--- src/rtl/lc3_execute_if.sv ---
// execute_in / execute_out bundle between decode (master) and lc3_execute (slave).
// Perf counter outputs exist only when LC3_EXEC_PERF_CNT_EN is defined.
interface lc3_execute_if #(
    parameter int DW = 16
);
    logic          enable_execute;
    logic [1:0]    W_Control_in;
    logic          Mem_Control_in;
    logic [5:0]    E_Control;
    logic [DW-1:0] npc_in;
    logic [DW-1:0] IR;
    logic [DW-1:0] VSR1;
    logic [DW-1:0] VSR2;
    logic          bypass_alu_1;
    logic          bypass_alu_2;
    logic          bypass_mem_1;
    logic          bypass_mem_2;
    logic [DW-1:0] Mem_Bypass_Val;

    logic [DW-1:0] aluout;
    logic [DW-1:0] pcout;
    logic [1:0]    W_Control_out;
    logic          Mem_Control_out;
    logic [DW-1:0] M_Data;
    logic [2:0]    dr;
    logic [2:0]    sr1;
    logic [2:0]    sr2;
    logic [2:0]    NZP;
    logic [DW-1:0] IR_Exec;
`ifdef LC3_EXEC_PERF_CNT_EN
    logic [15:0]   exec_cnt;
    logic [15:0]   byp_cnt;
`endif

    modport master (
        output enable_execute, W_Control_in, Mem_Control_in, E_Control, npc_in, IR,
               VSR1, VSR2, bypass_alu_1, bypass_alu_2, bypass_mem_1, bypass_mem_2,
               Mem_Bypass_Val,
        input  aluout, pcout, W_Control_out, Mem_Control_out, M_Data, dr, sr1, sr2,
               NZP, IR_Exec
`ifdef LC3_EXEC_PERF_CNT_EN
        , input exec_cnt, byp_cnt
`endif
    );

    modport slave (
        input  enable_execute, W_Control_in, Mem_Control_in, E_Control, npc_in, IR,
               VSR1, VSR2, bypass_alu_1, bypass_alu_2, bypass_mem_1, bypass_mem_2,
               Mem_Bypass_Val,
        output aluout, pcout, W_Control_out, Mem_Control_out, M_Data, dr, sr1, sr2,
               NZP, IR_Exec
`ifdef LC3_EXEC_PERF_CNT_EN
        , output exec_cnt, byp_cnt
`endif
    );
endinterface

--- src/rtl/lc3_execute.sv ---
// LC3 execute stage: operand bypass, ALU, address adder, pipeline registers.
// Optional saturating perf counters enabled by LC3_EXEC_PERF_CNT_EN.
module lc3_execute #(
    parameter int         DW      = 16,
    parameter logic [2:0] RST_NZP = 3'b000
) (
    input logic          clock,
    input logic          reset,
    lc3_execute_if.slave ex
);
    logic [DW-1:0] aluout_q, aluout_d;
    logic [DW-1:0] pcout_q, pcout_d;
    logic [1:0]    wctl_q;
    logic          mctl_q;
    logic [DW-1:0] mdata_q;
    logic [2:0]    dr_q;
    logic [2:0]    nzp_q, nzp_d;
    logic [DW-1:0] ir_q;

    logic [DW-1:0] op1, op2r, alu_b, pc_off, pc_base;

    // Bypass reads the registered aluout, so back-to-back forwarding has no comb loop
    always_comb begin
        op1 = ex.VSR1;
        if (ex.bypass_alu_1)      op1 = aluout_q;
        else if (ex.bypass_mem_1) op1 = ex.Mem_Bypass_Val;

        op2r = ex.VSR2;
        if (ex.bypass_alu_2)      op2r = aluout_q;
        else if (ex.bypass_mem_2) op2r = ex.Mem_Bypass_Val;

        alu_b = ex.E_Control[0] ? op2r : {{(DW-5){ex.IR[4]}}, ex.IR[4:0]};

        aluout_d = aluout_q;
        unique case (ex.E_Control[5:4])
            2'b00:   aluout_d = op1 + alu_b;
            2'b01:   aluout_d = op1 & alu_b;
            2'b10:   aluout_d = ~op1;
            default: aluout_d = aluout_q;
        endcase

        pc_off = '0;
        unique case (ex.E_Control[3:2])
            2'b00:   pc_off = {{(DW-11){ex.IR[10]}}, ex.IR[10:0]};
            2'b01:   pc_off = {{(DW-9){ex.IR[8]}}, ex.IR[8:0]};
            2'b10:   pc_off = {{(DW-6){ex.IR[5]}}, ex.IR[5:0]};
            default: pc_off = '0;
        endcase
        pc_base = ex.E_Control[1] ? ex.npc_in : op1;
        pcout_d = pc_base + pc_off;

        nzp_d = 3'b000;
        if (ex.IR[15:12] == 4'b0000)      nzp_d = ex.IR[11:9];
        else if (ex.IR[15:12] == 4'b1100) nzp_d = 3'b111;
    end

    always_ff @(posedge clock or negedge reset) begin
        if (!reset) begin
            aluout_q <= '0;
            pcout_q  <= '0;
            wctl_q   <= '0;
            mctl_q   <= 1'b0;
            mdata_q  <= '0;
            dr_q     <= '0;
            nzp_q    <= RST_NZP;
            ir_q     <= '0;
        end else if (ex.enable_execute) begin
            aluout_q <= aluout_d;
            pcout_q  <= pcout_d;
            wctl_q   <= ex.W_Control_in;
            mctl_q   <= ex.Mem_Control_in;
            mdata_q  <= op2r;
            dr_q     <= ex.IR[11:9];
            nzp_q    <= nzp_d;
            ir_q     <= ex.IR;
        end
    end

    assign ex.aluout          = aluout_q;
    assign ex.pcout           = pcout_q;
    assign ex.W_Control_out   = wctl_q;
    assign ex.Mem_Control_out = mctl_q;
    assign ex.M_Data          = mdata_q;
    assign ex.dr              = dr_q;
    assign ex.NZP             = nzp_q;
    assign ex.IR_Exec         = ir_q;
    assign ex.sr1             = ex.IR[8:6];
    assign ex.sr2             = ex.IR[2:0];

`ifdef LC3_EXEC_PERF_CNT_EN
    logic [15:0] exec_cnt_q, exec_cnt_d;
    logic [15:0] byp_cnt_q, byp_cnt_d;
    logic        any_byp;

    always_comb begin
        any_byp    = ex.bypass_alu_1 | ex.bypass_alu_2 | ex.bypass_mem_1 | ex.bypass_mem_2;
        exec_cnt_d = (exec_cnt_q == '1) ? exec_cnt_q : exec_cnt_q + 16'd1;
        byp_cnt_d  = byp_cnt_q;
        if (any_byp && byp_cnt_q != '1) byp_cnt_d = byp_cnt_q + 16'd1;
    end

    always_ff @(posedge clock or negedge reset) begin
        if (!reset) begin
            exec_cnt_q <= '0;
            byp_cnt_q  <= '0;
        end else if (ex.enable_execute) begin
            exec_cnt_q <= exec_cnt_d;
            byp_cnt_q  <= byp_cnt_d;
        end
    end

    assign ex.exec_cnt = exec_cnt_q;
    assign ex.byp_cnt  = byp_cnt_q;
`endif
endmodule
--- src/flat_wrapper.sv ---
// flat-port wrapper written by rule: the top's interface ports become plain ports
module lc3_execute_flat 
#(
    parameter int         DW      = 16,
    parameter logic [2:0] RST_NZP = 3'b000
)
  (clock, reset, ex_enable_execute, ex_W_Control_in, ex_Mem_Control_in, ex_E_Control, ex_npc_in, ex_IR, ex_VSR1, ex_VSR2, ex_bypass_alu_1, ex_bypass_alu_2, ex_bypass_mem_1, ex_bypass_mem_2, ex_Mem_Bypass_Val, ex_aluout, ex_pcout, ex_W_Control_out, ex_Mem_Control_out, ex_M_Data, ex_dr, ex_sr1, ex_sr2, ex_NZP, ex_IR_Exec);
  lc3_execute_if #(.DW(DW)) ex_i ();
  input logic clock;
  input logic reset;
  input wire logic [$bits(ex_i.enable_execute)-1:0] ex_enable_execute;
  input wire logic [$bits(ex_i.W_Control_in)-1:0] ex_W_Control_in;
  input wire logic [$bits(ex_i.Mem_Control_in)-1:0] ex_Mem_Control_in;
  input wire logic [$bits(ex_i.E_Control)-1:0] ex_E_Control;
  input wire logic [$bits(ex_i.npc_in)-1:0] ex_npc_in;
  input wire logic [$bits(ex_i.IR)-1:0] ex_IR;
  input wire logic [$bits(ex_i.VSR1)-1:0] ex_VSR1;
  input wire logic [$bits(ex_i.VSR2)-1:0] ex_VSR2;
  input wire logic [$bits(ex_i.bypass_alu_1)-1:0] ex_bypass_alu_1;
  input wire logic [$bits(ex_i.bypass_alu_2)-1:0] ex_bypass_alu_2;
  input wire logic [$bits(ex_i.bypass_mem_1)-1:0] ex_bypass_mem_1;
  input wire logic [$bits(ex_i.bypass_mem_2)-1:0] ex_bypass_mem_2;
  input wire logic [$bits(ex_i.Mem_Bypass_Val)-1:0] ex_Mem_Bypass_Val;
  output wire logic [$bits(ex_i.aluout)-1:0] ex_aluout;
  output wire logic [$bits(ex_i.pcout)-1:0] ex_pcout;
  output wire logic [$bits(ex_i.W_Control_out)-1:0] ex_W_Control_out;
  output wire logic [$bits(ex_i.Mem_Control_out)-1:0] ex_Mem_Control_out;
  output wire logic [$bits(ex_i.M_Data)-1:0] ex_M_Data;
  output wire logic [$bits(ex_i.dr)-1:0] ex_dr;
  output wire logic [$bits(ex_i.sr1)-1:0] ex_sr1;
  output wire logic [$bits(ex_i.sr2)-1:0] ex_sr2;
  output wire logic [$bits(ex_i.NZP)-1:0] ex_NZP;
  output wire logic [$bits(ex_i.IR_Exec)-1:0] ex_IR_Exec;
  assign ex_i.enable_execute = ex_enable_execute;
  assign ex_i.W_Control_in = ex_W_Control_in;
  assign ex_i.Mem_Control_in = ex_Mem_Control_in;
  assign ex_i.E_Control = ex_E_Control;
  assign ex_i.npc_in = ex_npc_in;
  assign ex_i.IR = ex_IR;
  assign ex_i.VSR1 = ex_VSR1;
  assign ex_i.VSR2 = ex_VSR2;
  assign ex_i.bypass_alu_1 = ex_bypass_alu_1;
  assign ex_i.bypass_alu_2 = ex_bypass_alu_2;
  assign ex_i.bypass_mem_1 = ex_bypass_mem_1;
  assign ex_i.bypass_mem_2 = ex_bypass_mem_2;
  assign ex_i.Mem_Bypass_Val = ex_Mem_Bypass_Val;
  assign ex_aluout = ex_i.aluout;
  assign ex_pcout = ex_i.pcout;
  assign ex_W_Control_out = ex_i.W_Control_out;
  assign ex_Mem_Control_out = ex_i.Mem_Control_out;
  assign ex_M_Data = ex_i.M_Data;
  assign ex_dr = ex_i.dr;
  assign ex_sr1 = ex_i.sr1;
  assign ex_sr2 = ex_i.sr2;
  assign ex_NZP = ex_i.NZP;
  assign ex_IR_Exec = ex_i.IR_Exec;
  lc3_execute #(.DW(DW), .RST_NZP(RST_NZP)) u_core (.clock(clock), .reset(reset), .ex(ex_i));
endmodule
--- config.mk ---
export PLATFORM = sky130hd
export DESIGN_NAME = lc3_execute_flat
export DESIGN_NICKNAME = d
export VERILOG_FILES = /design/src/rtl/lc3_execute_if.sv /design/src/rtl/lc3_execute.sv /design/src/flat_wrapper.sv
export SDC_FILE = /design/constraint.sdc
export NUM_CORES = 1
export LEC_CHECK = 0
export CORE_UTILIZATION = 49
export CTS_BUF_LIST = sky130_fd_sc_hd__clkbuf_4
export DETAILED_ROUTE_END_ITERATION = 16
export HOLD_SLACK_MARGIN = 0.03
export PLACE_DENSITY = 0.83
export SETUP_SLACK_MARGIN = 0.15
export SLEW_MARGIN = 0
export SYNTH_ARGS = -nofsm -noshare
export SYNTH_HDL_FRONTEND = slang
export SYNTH_SLANG_ARGS = --single-unit
--- constraint.sdc ---
create_clock -name clock -period 3.5 [get_ports clock]
set_input_delay 0.35 -clock clock [delete_from_list [all_inputs] [get_ports clock]]
set_output_delay 0.35 -clock clock [all_outputs]
set_load 0.005 [all_outputs]
After elaboration in Yosys (flattened, before gate mapping) --
Index checks and enable logic that the tools add are counted. Widths: inputs -> output; s select.
Word-level totals: input bits 96, flip-flop bits (word level) 73
Cells by class: bitwise logic cells 2, add/sub/neg operators 2, muxes and demuxes 10, reduce and logical (&&, ||, !) cells 5, equal/unequal tests 5
Operator list (number):
- $mux 16 | 6
- $pmux 16 s3 | 2
- $add 16x16->16 | 2
- $and 16x16->16 | 1
- $not 16->16 | 1
- $mux 3 | 2
- $eq 2x1->1 const B | 2
- $eq 2x2->1 const B | 2
- $eq 4x4->1 const B | 1
- $logic_not 2->1 | 2
- $logic_not 4->1 | 1
- $reduce_bool 3->1 | 1
- $reduce_and 2->1 | 1

Logic depth before layout (Yosys ltp) --
Gate-level depths: netlist of run 1.
depth in word-level cells 5, depth in mapped cells 15, depth with buffers taken out 13

Worst setup path after synthesis of run 1 --
No wires, ideal clock.
path kind input port to flip-flop, from in ex_bypass_mem_1, to reg u_core.pcout_q[12], in the netlist u_core.ex.pcout[12], setup time 0.125 ns, cell stages on the path 15, buffers on the path 2, arrival time 2.954 ns, data required time 3.375 ns, setup slack 0.422 ns, cell sequence buf_2 -> buf_2 -> mux2i_1 -> nor2_1 -> a21oi_1 -> o21ai_0 -> ha_1 -> inv_1 -> fa_1 -> nor2b_1 -> o31a_1 -> o31ai_2 -> o21ai_1 -> xor2_1 -> mux2_2
On the way: word-level cells in the longest chain between the ends 4
Ends and longest elaborated chain:
- start, declared | RTL line flat_wrapper.sv:21 | input wire logic [$bits(ex_i.bypass_mem_1)-1:0] ex_bypass_mem_1;
- $mux 16 | RTL line lc3_execute.sv:26 | else if (ex.bypass_mem_1) op1 = ex.Mem_Bypass_Val;
- $mux 16 | RTL line lc3_execute.sv:25 | if (ex.bypass_alu_1) op1 = aluout_q;
- $mux 16 | RTL line lc3_execute.sv:49 | pc_base = ex.E_Control[1] ? ex.npc_in : op1;
- $add 16x16->16 | RTL line lc3_execute.sv:50 | pcout_d = pc_base + pc_off;
- end signal, assigned | RTL line lc3_execute.sv:69 | pcout_q <= pcout_d;
- end, declared | RTL line lc3_execute.sv:12 | logic [DW-1:0] pcout_q, pcout_d;
Every way passes these cells. A chain may end at the register's enable or synchronous reset.

Worst setup path in the final report of run 1 --
from in ex_bypass_alu_1, to reg u_core.pcout_q[15], in the netlist u_core.ex.pcout[15]
On the way: word-level cells in the longest chain between the ends 3
Ends and longest elaborated chain:
- start, declared | RTL line flat_wrapper.sv:19 | input wire logic [$bits(ex_i.bypass_alu_1)-1:0] ex_bypass_alu_1;
- $mux 16 | RTL line lc3_execute.sv:25
- $mux 16 | RTL line lc3_execute.sv:49
- $add 16x16->16 | RTL line lc3_execute.sv:50
Every way passes these cells.

==> results of run 1 <==
state kept, by name, indices dropped and copies added, names as in the netlist:
register	count
u_core.ex.Mem_Control_out	1
u_core.ex.IR_Exec	16
u_core.ex.pcout	16
u_core.ex.aluout	16
u_core.ex.NZP	3
u_core.ex.W_Control_out	2
u_core.ex.M_Data	16
synth_stat cells (all sizes together) (7+ instances only):
cell type and instances:
a21o 8, a211oi 8, a221oi 11, inv 33
dfrtp 70, o21ai 63, a21oi 40, mux2i 38
ha 34, mux2 49, o31ai 7, nor2 47
nand2b 8, nand2 83, and2 9, clkbuf 19
xnor2 13, buf 25
cell families (layout without fill, tap and decap cells):
kind of cell | Yosys count | in the layout | synth area share [%]
AO/OA/AOI/OAI | 185 | 185 | 21.5
AND/OR/NAND/NOR | 170 | 170 | 13.3
multiplexers | 87 | 87 | 16.7
buffers and inverters | 77 | 271 | 5.96
flip-flops | 70 | 70 | 31.3
adder cells (fa/ha/maj) | 36 | 36 | 8.30
XOR/XNOR | 19 | 19 | 2.97
routing by layer:
layer	vias up	wire, µm
met4	0	556
met3	40	1380
met2	220	9050
met5	-	0
met1	2681	8010
li1	2676	-
worst paths after layout:
check / depth (start not counted) / end / startpoint
min in group asynchronous: 2 / u_core.ex.aluout[14] / reset
worst max register to register: 13 / u_core.ex.aluout[12] / u_core.ex.aluout[0]
max in group asynchronous: 3 / u_core.ex.aluout[3] / reset
worst min-delay path: 4 / u_core.ex.pcout[13] / ex_enable_execute
worst max-delay path: 11 / u_core.ex.pcout[15] / ex_bypass_alu_1
worst min register to register: 2 / u_core.ex.pcout[13] / u_core.ex.pcout[13]
power by group through the flow:
stage	Combinational [W]	Clock [W]	Sequential, W
2_1_floorplan	0.000890	0	0.00112
3_3_place_gp	0.00173	0	0.00114
3_5_place_dp	0.00176	0	0.00115
4_1_cts	0.00177	0.000558	0.00114
5_1_grt	0.00194	0.000579	0.00116
6_report	0.00178	0.000542	0.00114
layout make-up:
class,instances,area share (%)
Multi-Input combinational cell,497,45.0
Timing Repair Buffer,222,27.1
Clock buffer,9,0.864
Clock inverter,7,0.816
Sequential cell,70,22.4
Tap cell,140,2.24
Inverter,33,1.58
stage by stage:
stage	total power (W)	setup TNS, ns	cells	area, µm²	hold slack (ns)
4_1_cts	0.00346	0	978	7820	0.367
3_5_place_dp	0.00291	-0.115	961	7680	0.480
3_3_place_gp	0.00287	-0.0932	961	7680	0.470
6_report	0.00346	0	978	7820	0.401
2_1_floorplan	0.00201	0	644	5610	0.0544
5_1_grt	0.00368	0	978	7820	0.417
worst max-delay path, stage by stage:
cell             delay, ns
clkdlybuf4s50_1       0.63
buf_4                 0.32
o21ai_0               0.56
mux2_2                0.29
ha_1                  0.26
a21oi_1               0.23
nand2_1               0.08
a221o_1               0.29
a31oi_1               0.18
xnor2_1               0.17
a21oi_1               0.09
==> impl_metrics.py, run 1 <==
metrics = {
    "cts": {
        "hold_buffers": 1,
        "clk_pin_slew_worst_paths_ns": 0.15,
        "post_cts_buffers": 0,
        "cts_resized": 0,
        "cts_buffers": 9,
        "cts-htree-levels": 3,
        "cts_root_buf": "clkbuf_4",
        "cts_tree": "yes",
        "insertion_delay_ns": 0.49,
        "clockBufferDepth": 2,
        "clock_sinks": 70,
    },
    "global_route": {
        "antenna_found_initial": 0,
        "grt_overflow": 0,
        "grt_use_total_pct": 33.5,
        "grt_pass1_wl_um": 29900,
        "grt_util_met1_pct": 43.4,
        "grt_pass1_vias": 5811,
        "grt_start_max_net_pins": 53,
        "grt-busiest-layer": "met2",
        "grt_util_met2_pct": 54.3,
        "use_met3_pct": 6.63,
    },
    "synthesis": {
        "ys_ff_latch": 70,
        "syn_nets": 776,
        "synth_top_area_share_pct": 31.3,
        "ys.flop_type": "dfrtp_1",
        "synth_cell_types": 58,
        "seq_area_frac_synth_pct": 31.3,
        "synth_largest_area_cell": "dfrtp_1",
        "syn_area_per_cell_um2": 8.70,
        "synth_edf_count": 0,
        "yosys_warnings": 0,
        "ys_async_sr_fraction_pct": 100,
        "synth_cells": 644,
        "synth_area_leaders": "dfrtp_1, mux2_2, ha_1",
        "syn-cell-area_mm2": 0.00561,
    },
    "die": {
        "coreArea_mm2": 0.0110,
        "rows": 38,
        "die_area_mm2": 0.0119,
        "ios": 175,
        "die_x_um": 109,
        "start_util_pct": 51.0,
        "fp.dieH_um": 109,
    },
    "power_and_ir_drop": {
        "seqPwrFrac_pct": 33.0,
        "p_per_area_mw_per_mm2": 442,
        "clkPwrFrac_pct": 15.7,
        "swShare_pct": 38.9,
        "switchingPower_w": 0.00135,
        "ir_drop_mv": 0.357,
        "pwr-share-comb_pct": 51.4,
        "leakage_nw": 3.51,
        "internal_power_w": 0.00211,
    },
    "final_layout": {
        "fillers": 844,
        "nets": 965,
        "area_delta_synth_final_pct": 39.5,
        "register_area_mm2": 0.00175,
        "final_common_cell": "clkdlybuf4s50_1",
        "multiInputGateArea_mm2": 0.00352,
        "drive_gt1_share_pct": 14.7,
        "num_antenna_cells": 0,
        "most-common-layout-cells": "clkdlybuf4s50_1, nand2_1, dfrtp_1, o21ai_0, mux2_2",
        "final_core_util_pct": 71.2,
    },
    "timing": {
        "hold_viol_final": 0,
        "rsz0062_at_grt": "false",
        "fin_crit_ns": 3.09,
        "slew_viol_final": 0,
        "worst_pin_slew_ns": 0.994,
        "post-route-period-util_pct": 88.2,
        "setup_viol": 0,
        "max-slew-margin-rel_pct": 33.7,
        "skew_ns": 0.0361,
        "fmax_mhz": 324,
        "worst_slack_ns": 0.413,
    },
    "setup_path": {
        "cp-start-kind": "input pin",
        "cp_max_fo": 16,
        "cp.required_ns": 3.86,
        "rrSetupSlack_ns": 0.71,
        "critPathCaptureType": "flip-flop",
        "worstSetupPathType": "in2reg",
        "critPathArrivalTime_ns": 3.45,
    },
    "route": {
        "vias": 5617,
        "drcViolationCount": 0,
        "vias_per_cell": 5.74,
        "wl_per_cell_um": 19.4,
        "drt_wl_total_um": 19000,
        "dr.pass1.iters": 5,
        "ant_nets": 0,
        "drtIter0Drc": 441,
    },
    "outcome": {
        "status": "finished, final reports clean",
    },
    "placed_design": {
        "hpwl_um": 15100,
        "place_ws_ns": -0.0886,
        "port_buffers": 174,
        "gp_congestion": 0.959,
    },
    "run": {
        "maxCapViolCount": 0,
    },
    "hold_path": {
        "hp-class": "in2reg",
    },
}
(Power assumes the default switching activity.)
==> run 2, diff against run 1 <==
--- a/config.mk
+++ b/config.mk
@@ -5,11 +5,13 @@
 export SDC_FILE = /design/constraint.sdc
 export NUM_CORES = 1
 export LEC_CHECK = 0
-export CORE_UTILIZATION = 49
+export CORE_UTILIZATION = 61
 export CTS_BUF_LIST = sky130_fd_sc_hd__clkbuf_4
 export DETAILED_ROUTE_END_ITERATION = 16
+export DONT_BUFFER_PORTS = 1
+export GPL_ROUTABILITY_DRIVEN = 0
 export HOLD_SLACK_MARGIN = 0.03
-export PLACE_DENSITY = 0.83
+export PLACE_DENSITY = 0.74
 export SETUP_SLACK_MARGIN = 0.15
 export SLEW_MARGIN = 0
 export SYNTH_ARGS = -nofsm -noshare
==> run 2 against run 1 <==
Against the previous run:
- the flow now finishes with violations (design-rule violations)
- total power decreased by 19%
- first-iteration DRC count shrank 22%
- setup slack better by 0.15 ns
==> impl_metrics.py, run 2 (synthesis gave the netlist of run 1 again) <==
metrics = {
    "outcome": {
        "status": "finished, violations left",
        "violations": "design-rule violations",
    },
    "cts": {
        "cts_buffers": 9,
        "clk_pin_slew_worst_paths_ns": 0.13,
        "hold_buffers": 17,
        "post_cts_buffers": 0,
        "insertion_delay_ns": 0.45,
        "cts_resized": 0,
        "clockBufferDepth": 2,
        "cts-htree-levels": 3,
        "cts_tree": "yes",
        "cts_root_buf": "clkbuf_4",
        "clock_sinks": 70,
    },
    "setup_path": {
        "cp-start-kind": "flip-flop",
        "cp_max_fo": 5,
        "reg2reg_from": "u_core.ex.aluout[0]",
        "critPathLaunch": "u_core.ex.aluout[0]",
        "cp_slowest_cell": "dfrtp_1",
        "cp.required_ns": 3.87,
        "slowest_delay_ns": 0.44,
        "critPathCaptureType": "flip-flop",
        "path_buf_inv": 1,
        "rrSetupSlack_ns": 0.56,
        "worstSetupPathType": "reg2reg",
        "crit_chain": "nand2_1 > o21ai_0 > mux2_2 > ha_1 > inv_1 > fa_1 > nand2b_1 > a21oi_1 > nor3_1 > or3_1 > a31o_2 > o21ai_1",
        "critPathArrivalTime_ns": 3.31,
        "critical_path.top_delay_family": "compound AO/OA/AOI/OAI gates",
    },
    "route": {
        "vias": 4866,
        "ant_nets": 0,
        "dr.pass1.iters": 12,
        "vias_per_cell": 6.51,
        "wl_per_cell_um": 21.0,
        "drtIter0Drc": 342,
        "drt_wl_total_um": 15700,
        "drcViolationCount": 12,
    },
    "global_route": {
        "grt_pass1_vias": 4817,
        "grt_use_total_pct": 33.0,
        "antenna_found_initial": 0,
        "grt_overflow": 0,
        "grt_start_max_net_pins": 71,
        "grt_pass1_wl_um": 24700,
    },
    "die": {
        "start_util_pct": 63.7,
        "fp.dieH_um": 97.9,
        "coreArea_mm2": 0.00881,
        "rows": 34,
        "ios": 175,
        "die_x_um": 97.9,
        "die_area_mm2": 0.00958,
    },
    "timing": {
        "post-route-period-util_pct": 84.1,
        "skew_ns": 0.00977,
        "fmax_mhz": 340,
        "hold_viol_final": 0,
        "max-slew-margin-rel_pct": 36.4,
        "slew_viol_final": 0,
        "fin_crit_ns": 2.94,
        "worst_pin_slew_ns": 0.950,
        "finalSetupTns_ns": 0,
        "setup_viol": 0,
        "rsz0062_at_grt": "false",
    },
    "run": {
        "maxCapViolCount": 0,
    },
    "power_and_ir_drop": {
        "leakage_nw": 2.70,
        "swShare_pct": 41.2,
        "ir_drop_mv": 0.317,
        "clkPwrFrac_pct": 18.6,
        "internal_power_w": 0.00165,
        "switchingPower_w": 0.00115,
        "p_per_area_mw_per_mm2": 474,
        "pwr-share-comb_pct": 40.0,
        "seqPwrFrac_pct": 41.4,
    },
    "placed_design": {
        "hpwl_um": 11300,
        "port_buffers": 0,
        "placed_cell_area_mm2": 0.00554,
    },
    "final_layout": {
        "drive_gt1_share_pct": 11.9,
        "area_delta_synth_final_pct": 5.38,
        "final_cell_area_mm2": 0.00591,
        "nets": 766,
        "most-common-layout-cells": "nand2_1, dfrtp_1, o21ai_0, mux2_2, nor2_1",
        "num_antenna_cells": 0,
        "final_common_cell": "nand2_1",
    },
    "hold_path": {
        "hold_path_startpoint": "ex_W_Control_in[0]",
        "hp-class": "in2reg",
    },
}
run 2: final timing paths:
| kind | to | depth (start not counted) |
|---|---|---|
| max reg2reg | u_core.ex.aluout[8] | 12 |
| min in group asynchronous | u_core.ex.aluout[9] | 2 |
| max | u_core.ex.aluout[8] | 12 |
| min | u_core.ex.W_Control_out[0] | 1 |
| max in group asynchronous | u_core.ex.pcout[0] | 2 |
| min reg2reg | u_core.ex.pcout[13] | 2 |
run 2: power groups by stage:
stage,Sequential [W],Combinational [W],Clock [W]
floorplan,0.00112,0.000890,0
global placement,0.00117,0.00101,0
detailed placement,0.00118,0.00105,0
CTS,0.00116,0.00109,0.000534
global route,0.00118,0.00123,0.000564
finish,0.00116,0.00112,0.000521
run 2: area by class of cell:
class / count / area (µm²)
Clock inverter: 7 / 63.8
Multi-Input combinational cell: 497 / 3520
Sequential cell: 70 / 1750
Inverter: 33 / 124
Fill cell: 747 / 2900
Timing Repair Buffer: 23 / 245
Tap cell: 108 / 135
Clock buffer: 9 / 67.6
run 2: metrics by stage:
step | worst slack (ns) | total power [W] | utilization (%) | cells | hold slack [ns]
2_1_floorplan | 0.422 | 0.00201 | - | 644 | 0.0544
3_3_place_gp | 0.531 | 0.00219 | 62.9 | 709 | 0.0574
3_5_place_dp | 0.438 | 0.00223 | 62.9 | 709 | 0.0574
4_1_cts | 0.626 | 0.00279 | 66.5 | 742 | 0.0309
5_1_grt | 0.307 | 0.00298 | 67.1 | 747 | 0.0303
6_report | 0.558 | 0.00280 | 67.1 | 747 | 0.0405
run 2: routing by layer:
metal | global-route usage, % | up-vias | routed length (µm)
li1 | - | 2278 | -
met3 | 7.37 | 40 | 1360
met5 | 0 | - | 0
met4 | 16.6 | 0 | 573
met2 | 50.5 | 235 | 7210
met1 | 44.2 | 2313 | 6550
